File: config.mk
export PLATFORM = sky130hd
export DESIGN_NAME = mux_arb_nb_ninput
export DESIGN_NICKNAME = d
export VERILOG_FILES = /design/src/rtl/mux_pkg.sv /design/src/rtl/rr_pick.sv /design/src/rtl/mux_arb_nb_ninput.sv
export SDC_FILE = /design/constraint.sdc
export NUM_CORES = 1
export LEC_CHECK = 0
export ABC_CLOCK_PERIOD_IN_PS = 2400
export CAP_MARGIN = 25
export CELL_PAD_IN_SITES_DETAIL_PLACEMENT = 0
export CELL_PAD_IN_SITES_GLOBAL_PLACEMENT = 1
export CORE_UTILIZATION = 27
export CTS_BUF_LIST = sky130_fd_sc_hd__clkbuf_8
export CTS_CLUSTER_DIAMETER = 80
export DETAILED_ROUTE_END_ITERATION = 10
export PLACE_DENSITY_LB_ADDON = 0.1
export SETUP_SLACK_MARGIN = 0.15
export SLEW_MARGIN = 10
export SYNTH_ARGS = -nofsm -noshare
export SYNTH_HDL_FRONTEND = slang
export SYNTH_SLANG_ARGS = --single-unit
export TNS_END_PERCENT = 100
File: constraint.sdc
create_clock -name CLK -period 2.4 [get_ports CLK]
set_input_delay 0.24 -clock CLK [delete_from_list [all_inputs] [get_ports CLK]]
set_output_delay 0.24 -clock CLK [all_outputs]
set_load 0.02 [all_outputs]
File: src/rtl/mux_pkg.sv
// mux_pkg: shared mode encodings and limits for the N-input selector
package mux_pkg;
    localparam logic MODE_DIRECT = 1'b0;
    localparam logic MODE_RR     = 1'b1;
    localparam int   MUX_MAX_N   = 8;
endpackage

File: src/rtl/rr_pick.sv
// rr_pick: rotated priority search starting after Ptr, wrapping mod N
module rr_pick #(
    parameter int N = 4,
    localparam int SELW = $clog2(N)
) (
    input  logic [N-1:0]    Req,
    input  logic [SELW-1:0] Ptr,
    output logic [SELW-1:0] Grant,
    output logic            Grant_Valid
);
    // Walk the search order backwards so the earliest candidate overwrites last and wins
    always_comb begin
        Grant = '0;
        Grant_Valid = 1'b0;
        for (int k = N; k >= 1; k--)
            if (Req[(int'(Ptr) + k) % N]) begin
                Grant = SELW'((int'(Ptr) + k) % N);
                Grant_Valid = 1'b1;
            end
    end
endmodule

File: src/rtl/mux_arb_nb_ninput.sv
// mux_arb_nb_ninput: registered N-input selector, direct or round-robin, valid/ready handshake
module mux_arb_nb_ninput
    import mux_pkg::*;
#(
    parameter int WIDTH = 16,
    parameter int N = 4,
    localparam int SELW = $clog2(N)
) (
    input  logic                 CLK,
    input  logic                 Reset_n,
    input  logic [N*WIDTH-1:0]   In,
    input  logic [N-1:0]         In_Valid,
    output logic [N-1:0]         In_Ready,
    input  logic                 Mode,
    input  logic [SELW-1:0]      Op,
    output logic [WIDTH-1:0]     Output,
    output logic                 Out_Valid,
    input  logic                 Out_Ready,
    output logic [SELW-1:0]      Out_Src
);
    logic [SELW-1:0]      ptr, rr_grant, grant;
    logic                 rr_valid, grant_valid, accept;
    logic [2**SELW-1:0]   valid_pad;
    rr_pick #(.N(N)) u_pick (
        .Req(In_Valid),
        .Ptr(ptr),
        .Grant(rr_grant),
        .Grant_Valid(rr_valid)
    );
    // Padding lets a direct select beyond N-1 index safely and read as not valid
    assign valid_pad = (2**SELW)'(In_Valid);
    assign accept = !Out_Valid || Out_Ready;
    always_comb begin
        grant = Mode == MODE_RR ? rr_grant : Op;
        grant_valid = Mode == MODE_RR ? rr_valid : (int'(Op) < N) && valid_pad[Op];
        In_Ready = (accept && grant_valid) ? N'(1) << grant : '0;
    end
    always_ff @(posedge CLK or negedge Reset_n) begin
        if (!Reset_n) begin
            Output <= '0;
            Out_Valid <= 1'b0;
            Out_Src <= '0;
            ptr <= SELW'(N - 1);
        end else if (accept && grant_valid) begin
            Output <= In[int'(grant)*WIDTH +: WIDTH];
            Out_Src <= grant;
            Out_Valid <= 1'b1;
            ptr <= grant;
        end else if (Out_Ready) begin
            Out_Valid <= 1'b0;
        end
    end
endmodule

==> results by stage, run 1 <==
Routing:
- Summed over all layers, the routed wires come to 5100 um.
- The average routed wire per standard cell is 14.6 um.
- The number of detailed-routing iterations run before antenna repair is 4.
- The detail route stage leaves a number of antenna-violating nets equal to 0.
- The total via count in the routed design is 1725.
- After detailed routing, the number of remaining DRC violations is 0.
- The starting DRC count in detailed routing is 43.
- Using the TritonRoute via totals, the vias-per-cell ratio works out to 4.96.

Finish:
- The commonest non-fill, non-tap cell in the layout is clkdlybuf4s50_1.
- The area growth from synthesis to layout is 75.1%.
- Leaving out fill and tap cells, the most frequent cells in the layout are clkdlybuf4s50_1, buf_4, nor2_1.
- After the last flow step, the layout net total stands at 351.
- The utilization of the core after routing is 49.5%.
- The number of antenna diodes in the final layout is 0.
- The layout cell share with drive strength beyond 1 is 15.6%.
- The filler-free cell count of the finished design is 348.

CTS:
- Clock tree synthesis found a total of 21 sinks.
- The count of hold buffers inserted by post-cts repair is 0.
- At the later pin of the worst-skew pair, clock insertion delay measures 0.26 ns.
- The CTS root buffer is clkbuf_8.
- The post-CTS setup repair buffer count is 0.
- The number of buffers created by CTS is 3.
- After clock tree synthesis, the clock-pin slew on the worst setup and hold paths is 0.08 ns.
- The maximum level of the CTS H-tree is 1.
- The maximum root-to-sink buffer count is 2.
- TritonCTS built the clock tree.

Floorplan:
- Once the floorplan was initialized, standard cells occupied 28.3% of the core.
- The area of the core region is 5570 sq um.
- The die covers 6140 sq um.
- The number of placed I/O pins is 97.
- The die boundary width is 78.4 um.
- The die outline height is 78.4 um.
- The initialized floorplan defines 27 standard-cell rows.

Power and ir drop:
- The relative contribution of the clock network to total power is 14.4%.
- Summed over all nets, the switching power comes to 0.000588 W.
- Net switching is 36.4% of the power.
- The power density relative to cell area is 586 nW/um^2.
- Cell internal power was estimated by the tool at 0.00103 W.
- Per report_power, the sequential group accounts for 31.7% of the total.
- The combinational share of power is 53.8%.
- The peak supply drop is 0.000268 V.
- The static leakage is 1.10 nW.

Logic synthesis:
- The biggest area contributor in the post-synthesis netlist is dfrtp_1.
- After synthesis, the largest area contributor takes up 30.2% of total cell area.
- The synthesized area divided by synthesized cell count is 9.21 sq um.
- After synthesis, the cell types taking the most area are dfrtp_1, mux2i_1, a2111oi_0, a221oi_1, a21oi_1.
- Summing the sequential cell areas from Yosys gives 33.5% of the chip area.
- The net count after synthesis is 245.
- The number of warnings reported in the yosys synthesis log is 0.
- The area of the mapped netlist is 1580 sq um.
- Synthesis inferred 21 register bits.
- The number of different library cells used by synthesis comes to 32.
- Counting every instance in the synthesized netlist gives 171.

GRT:
- The global-route usage over all layers is 17.3%.
- The via count of the first global-routing pass is 1707.
- The number of antenna violations at the first check in global routing is 0.
- The first global-routing pass estimated 8420 um of wire.
- The global-route congestion overflow total is 0.
- Entering global routing, the biggest net connects 36 pins.

STA:
- Clock skew on the completed layout was measured at 0.00589 ns.
- Setup repair after global routing could not meet its margin everywhere.
- The final-report hold violation count is 0.
- The relative max-transition margin is 69.0%.
- The maximum frequency from static timing analysis is 456 MHz.
- The final max-slew violation count was 0.
- The final count of negative-setup-slack endpoints is 0.
- The worst path needs 2.19 ns of the cycle, external delays included.
- The pin slew with the least headroom to its limit is 0.454 ns.
- In the finished design, the share of the clock period the worst path needs comes to 91.4%.

Setup path:
- The element type at the critical path end is a primary output.
- The worst setup path is of the in -> out kind.
- The worst path required time is 2.16 ns.
- STA classifies the critical path startpoint as a primary input.
- The data arrival time of the critical path is 1.95 ns.
- In this run the worst path has a maximum fanout of 4.

Placement:
- The count of placed standard cells including taps is 344.
- The congestion estimate from routability-driven global placement came to 0.769.
- The HPWL after detailed placement is 3840 um.
- During placement, the flow inserted port buffers numbering 96.

Worst hold path:
- The min-delay analysis places its worst path in the category in -> async.

Status:
- The run finished with clean final reports.

Run:
- Max-cap violations in this run came to 0.
[cells in the mapped netlist, drive strengths merged]
cell type and count:
o21ba 1, a2111oi 16, nand2 17, o21bai 1, and2 1, o221ai 2
buf 11, a21oi 16, and3 1, mux2i 17, dfstp 2, o21a 2
nor2 20, a21bo 1, a221oi 16, nor2b 4, nand3 1, mux4 1
nand2b 5, inv 4, o21ai 3, a211oi 1, clkbuf 5, o2bb2ai 1
nor3b 1, a21boi 2, dfrtp 19
[final cells by class]
| type | count | area [sq um] |
|---|---|---|
| clock inverter | 1 | 3.75 |
| sequential | 21 | 528 |
| fill | 564 | 2820 |
| timing repair buffer | 117 | 1120 |
| tap | 72 | 90.1 |
| inverter | 4 | 15.0 |
| clock buffer | 3 | 41.3 |
| multi-input combinational | 130 | 961 |
[kinds of logic (layout without fill, tap and decap cells)]
| logic type | Yosys count | after routing | synth area share [%] |
|---|---|---|---|
| AO/OA/AOI/OAI | 62 | 62 | 31.1 |
| flip-flops | 21 | 21 | 33.5 |
| buffers and inverters | 20 | 125 | 8.90 |
| multiplexers | 18 | 18 | 12.2 |
| AND/OR/NAND/NOR | 50 | 50 | 14.3 |
[through the flow]
step | total power (W) | hold slack (ns) | worst slack [ns] | instance area, sq um | setup TNS (ns)
after floorplan | 0.000978 | -0.0556 | 0.252 | 1580 | 0
after global placement | 0.00138 | 0.475 | -0.283 | 2660 | -1.48
after detailed placement | 0.00138 | 0.483 | -0.296 | 2660 | -1.52
after CTS | 0.00163 | 0.334 | 0.165 | 2720 | 0
after global routing | 0.00174 | 0.352 | 0.135 | 2760 | 0
final | 0.00162 | 0.325 | 0.207 | 2760 | 0
[critical path, cell delays in order]
cell and delay (ns):
clkdlybuf4s50_1 0.46, mux4_2 0.52, o2bb2ai_4 0.15, nor2b_2 0.07, buf_4 0.14, nand3_2 0.09, nor2b_1 0.05, clkdlybuf4s15_2 0.24
[power groups by stage]
stage,Clock (W),Combinational [W],Sequential [W]
final,0.000234,0.000870,0.000512
after global routing,0.000269,0.000941,0.000529
after CTS,0.000248,0.000866,0.000513
after detailed placement,0,0.000862,0.000517
after global placement,0,0.000859,0.000517
after floorplan,0,0.000360,0.000618
[routing by layer]
metal	vias up	wire, um	track usage, %
met1	810	2300	23.1
met3	2	285	3.14
met2	51	2480	29.4
met4	0	25	3.33
li1	862	-	-
met5	-	0	0
[state kept, by name (all words and copies together), names as in the netlist]
register and count:
Out_Src 2, Output 16, ptr 2, Out_Valid 1
[repair_timing]
item / CTS / global route
gates resized for setup: 19 / 14
setup endpoints to repair: 5 / 14
gates cloned: 0 / 0
pin swaps: 1 / 3
[path summary, 6_finish.rpt]
check / from / endpoint / slack (ns) / cells past startpoint
max in group asynchronous: Reset_n / ptr[0] / 1.78 / 2
worst min register to register: Out_Valid / Out_Valid / 0.50 / 2
worst max register to register: ptr[1] / Output[0] / 0.24 / 8
min in group CLK: Mode / Out_Valid / 0.40 / 3
worst min-delay path: Reset_n / Output[8] / 0.32 / 2
worst max-delay path: In_Valid[3] / In_Ready[3] / 0.21 / 8
Note: power is estimated with default switching activity, not from simulation.
==> run 2, diff against run 1 <==
- SKIP_CTS_REPAIR_TIMING: default -> 1
==> results by stage, run 2 (synthesis results as in run 1) <==
Status:
- The run finished with clean final reports.

STA:
- Setup slack closes at 0.229 ns.
- In the finished design, the share of the clock period the worst path needs comes to 90.5%.
- The worst pin sits at a relative slew slack of 66.3%.
- The pin slew with the least headroom to its limit is 0.492 ns.
- The final clock skew is 0.00603 ns.
- The final-report hold violation count is 0.
- Setup repair after global routing left no endpoint under its margin.
- For the finished layout, the period the worst path requires is 2.17 ns.
- The maximum frequency from static timing analysis is 461 MHz.
- Setup violations remaining at the end of the flow were counted as 0.
- The final max-slew violation count is 0.

Routing:
- The detailed-route vias per instance is 4.95.
- The average routed wire per standard cell is 14.6 um.
- The remaining antenna violation count is 0.
- The starting DRC count in detailed routing is 38.
- The total length of routed wires is 5080 um.
- The DRC violation count after routing is 0.
- The total via count in the routed design is 1722.
- The first TritonRoute pass finished after 4 iterations.

Power and ir drop:
- IR analysis of the VDD net gives a maximum drop of 0.000266 V.
- The power density relative to cell area is 585 nW/um^2.
- The static leakage is 1.14 nW.

Finish:
- The number of filler cells placed in the layout is 561.
- Of the cells placed in the final design, the portion with a size suffix greater than 1 is 14.9%.
- The filler-free cell count of the finished design is 348.
- Summing all flip-flop and latch instances after layout gives 528 sq um.
- Leaving out fill and tap cells, the most frequent cells in the layout are clkdlybuf4s50_1, buf_4, nor2_1.
- Ranked by flip-flop count, first place goes to Output.
- The total area of multi-input combinational cells is 968 sq um.
- The final layout contains 351 nets.
- The largest registers in the layout are Output: 16 flops, Out_Src: 2 flops, ptr: 2 flops.
- The number of antenna repair diodes is 0.
- Compared with the post-synthesis result, the final layout area differs by 75.9%.
- The library cell used most frequently in the layout, excluding fill and tap cells, is clkdlybuf4s50_1.
- The register with the most flip-flops in the layout has 16 of them.

CTS:
- The TritonCTS clock tree is done.
- The clock reaches the later pin of the worst-skew pair after 0.26 ns.
- Counting the buffers created by CTS gives 3.
- In this run the number of H-tree levels came out at 1.
- The maximum root-to-sink buffer count is 2.
- The tree is rooted in a clkbuf_8.
- The TritonCTS sink count is 21.
- The clock-pin slew on the worst setup and hold paths is 0.08 ns.

Run:
- Across the run, the number of max-cap violations was 0.

GRT:
- The first-pass GRT wire length is 8390 um.
- The global-route congestion overflow total is 0.
- The largest net degree at the start of global routing is 36.
- The number of antenna violations at the first check in global routing is 0.
- The via count of the first global-routing pass is 1705.
- The global-route usage over all layers is 17.2%.

Setup path:
- The type of origin of the critical path is a flop.
- The worst path required time is 2.52 ns.
- The element type at the critical path end is a flop.
- The maximum fanout count along the critical path is 16.
- The data arrival time of the critical path is 2.29 ns.
- By startpoint and endpoint, the worst setup path is classified as reg -> reg.

Floorplan:
- The die boundary width is 78.4 um.
- The floorplan step defined a die boundary enclosing 6140 sq um.
- In this run the count of I/O pins placed on the die edge is 97.
- The starting utilization of the core area is 28.3%.
- The die outline height is 78.4 um.
- The number of cell rows is 27.
- The area of the core region is 5570 sq um.

Placement:
- Counting tap cells, the placed design contains a total of 344 instances.
- The weighted congestion reported at the end of routability-driven placement is 0.769.
- The wire-length estimate of the detail-placed layout is 3840 um.
- The worst slack at placement is -0.296 ns.
- Buffers placed on the I/O ports in this run total 96.

Worst hold path:
- The classification of the worst-slack hold path is in -> async.
-- run 2: cell count changes in the layout (fill, tap and decap cells not counted) --
cell             delta
dlymetal6s2s_1      +3
clkdlybuf4s15_2     -2
buf_2               -1
clkbuf_2            +1
dlygate4sd2_1       -1
o21bai_2            -1
o21bai_4            +1
-- run 2: where the power goes --
group	leakage (nW)	internal [W]	switching (W)
clock	0.0269	0.000114	0.000119
sequential	0.231	0.000453	0.0000595
combinational	0.882	0.000464	0.000410
-- run 2: critical path: stages (launching register included) --
cell and delay (ns):
dfstp_2 0.58, buf_4 0.13, nor2_1 0.06, a211oi_4 0.26
buf_4 0.25, a21oi_1 0.09, a2111oi_0 0.42, buf_4 0.18
a221oi_1 0.07
-- run 2: cell type report --
type	count	share of cell area (%)
Timing Repair Buffer	117	40.6
Multi-Input combinational cell	130	34.9
Sequential cell	21	19.1
Tap cell	72	3.25
Clock buffer	3	1.49
Inverter	4	0.542
Clock inverter	1	0.135
-- run 2: path summary, 6_finish.rpt --
kind / start / endpoint / slack [ns] / depth (start not counted)
worst max register to register: ptr[1] / Output[0] / 0.23 / 8
worst max-delay path: ptr[1] / Output[0] / 0.23 / 8
max in group asynchronous: Reset_n / ptr[0] / 1.78 / 2
worst min register to register: Out_Valid / Out_Valid / 0.50 / 2
min in group CLK: Mode / Out_Valid / 0.39 / 3
worst min-delay path: Reset_n / Output[8] / 0.32 / 2
-- run 2: per-layer routing --
layer / routed length [um] / vias up / GRT usage (%) / share of wire (%)
met4: 25 / 0 / 3.33 / 0.49
met5: 0 / - / 0 / 0
li1: - / 867 / - / -
met2: 2460 / 51 / 28.9 / 48
met1: 2310 / 802 / 23.1 / 45
met3: 287 / 2 / 3.14 / 5.7
-- run 2: through the flow --
stage	utilization (%)	cell area, sq um	hold slack [ns]	power [W]	setup TNS [ns]
finish	49.7	2770	0.325	0.00162	0
global route	49.7	2770	0.352	0.00174	0
CTS	48.6	2710	0.334	0.00163	-1.19
detailed placement	47.7	2660	0.483	0.00138	-1.52
global placement	47.7	2660	0.475	0.00138	-1.48
floorplan	-	1580	-0.0556	0.000978	0
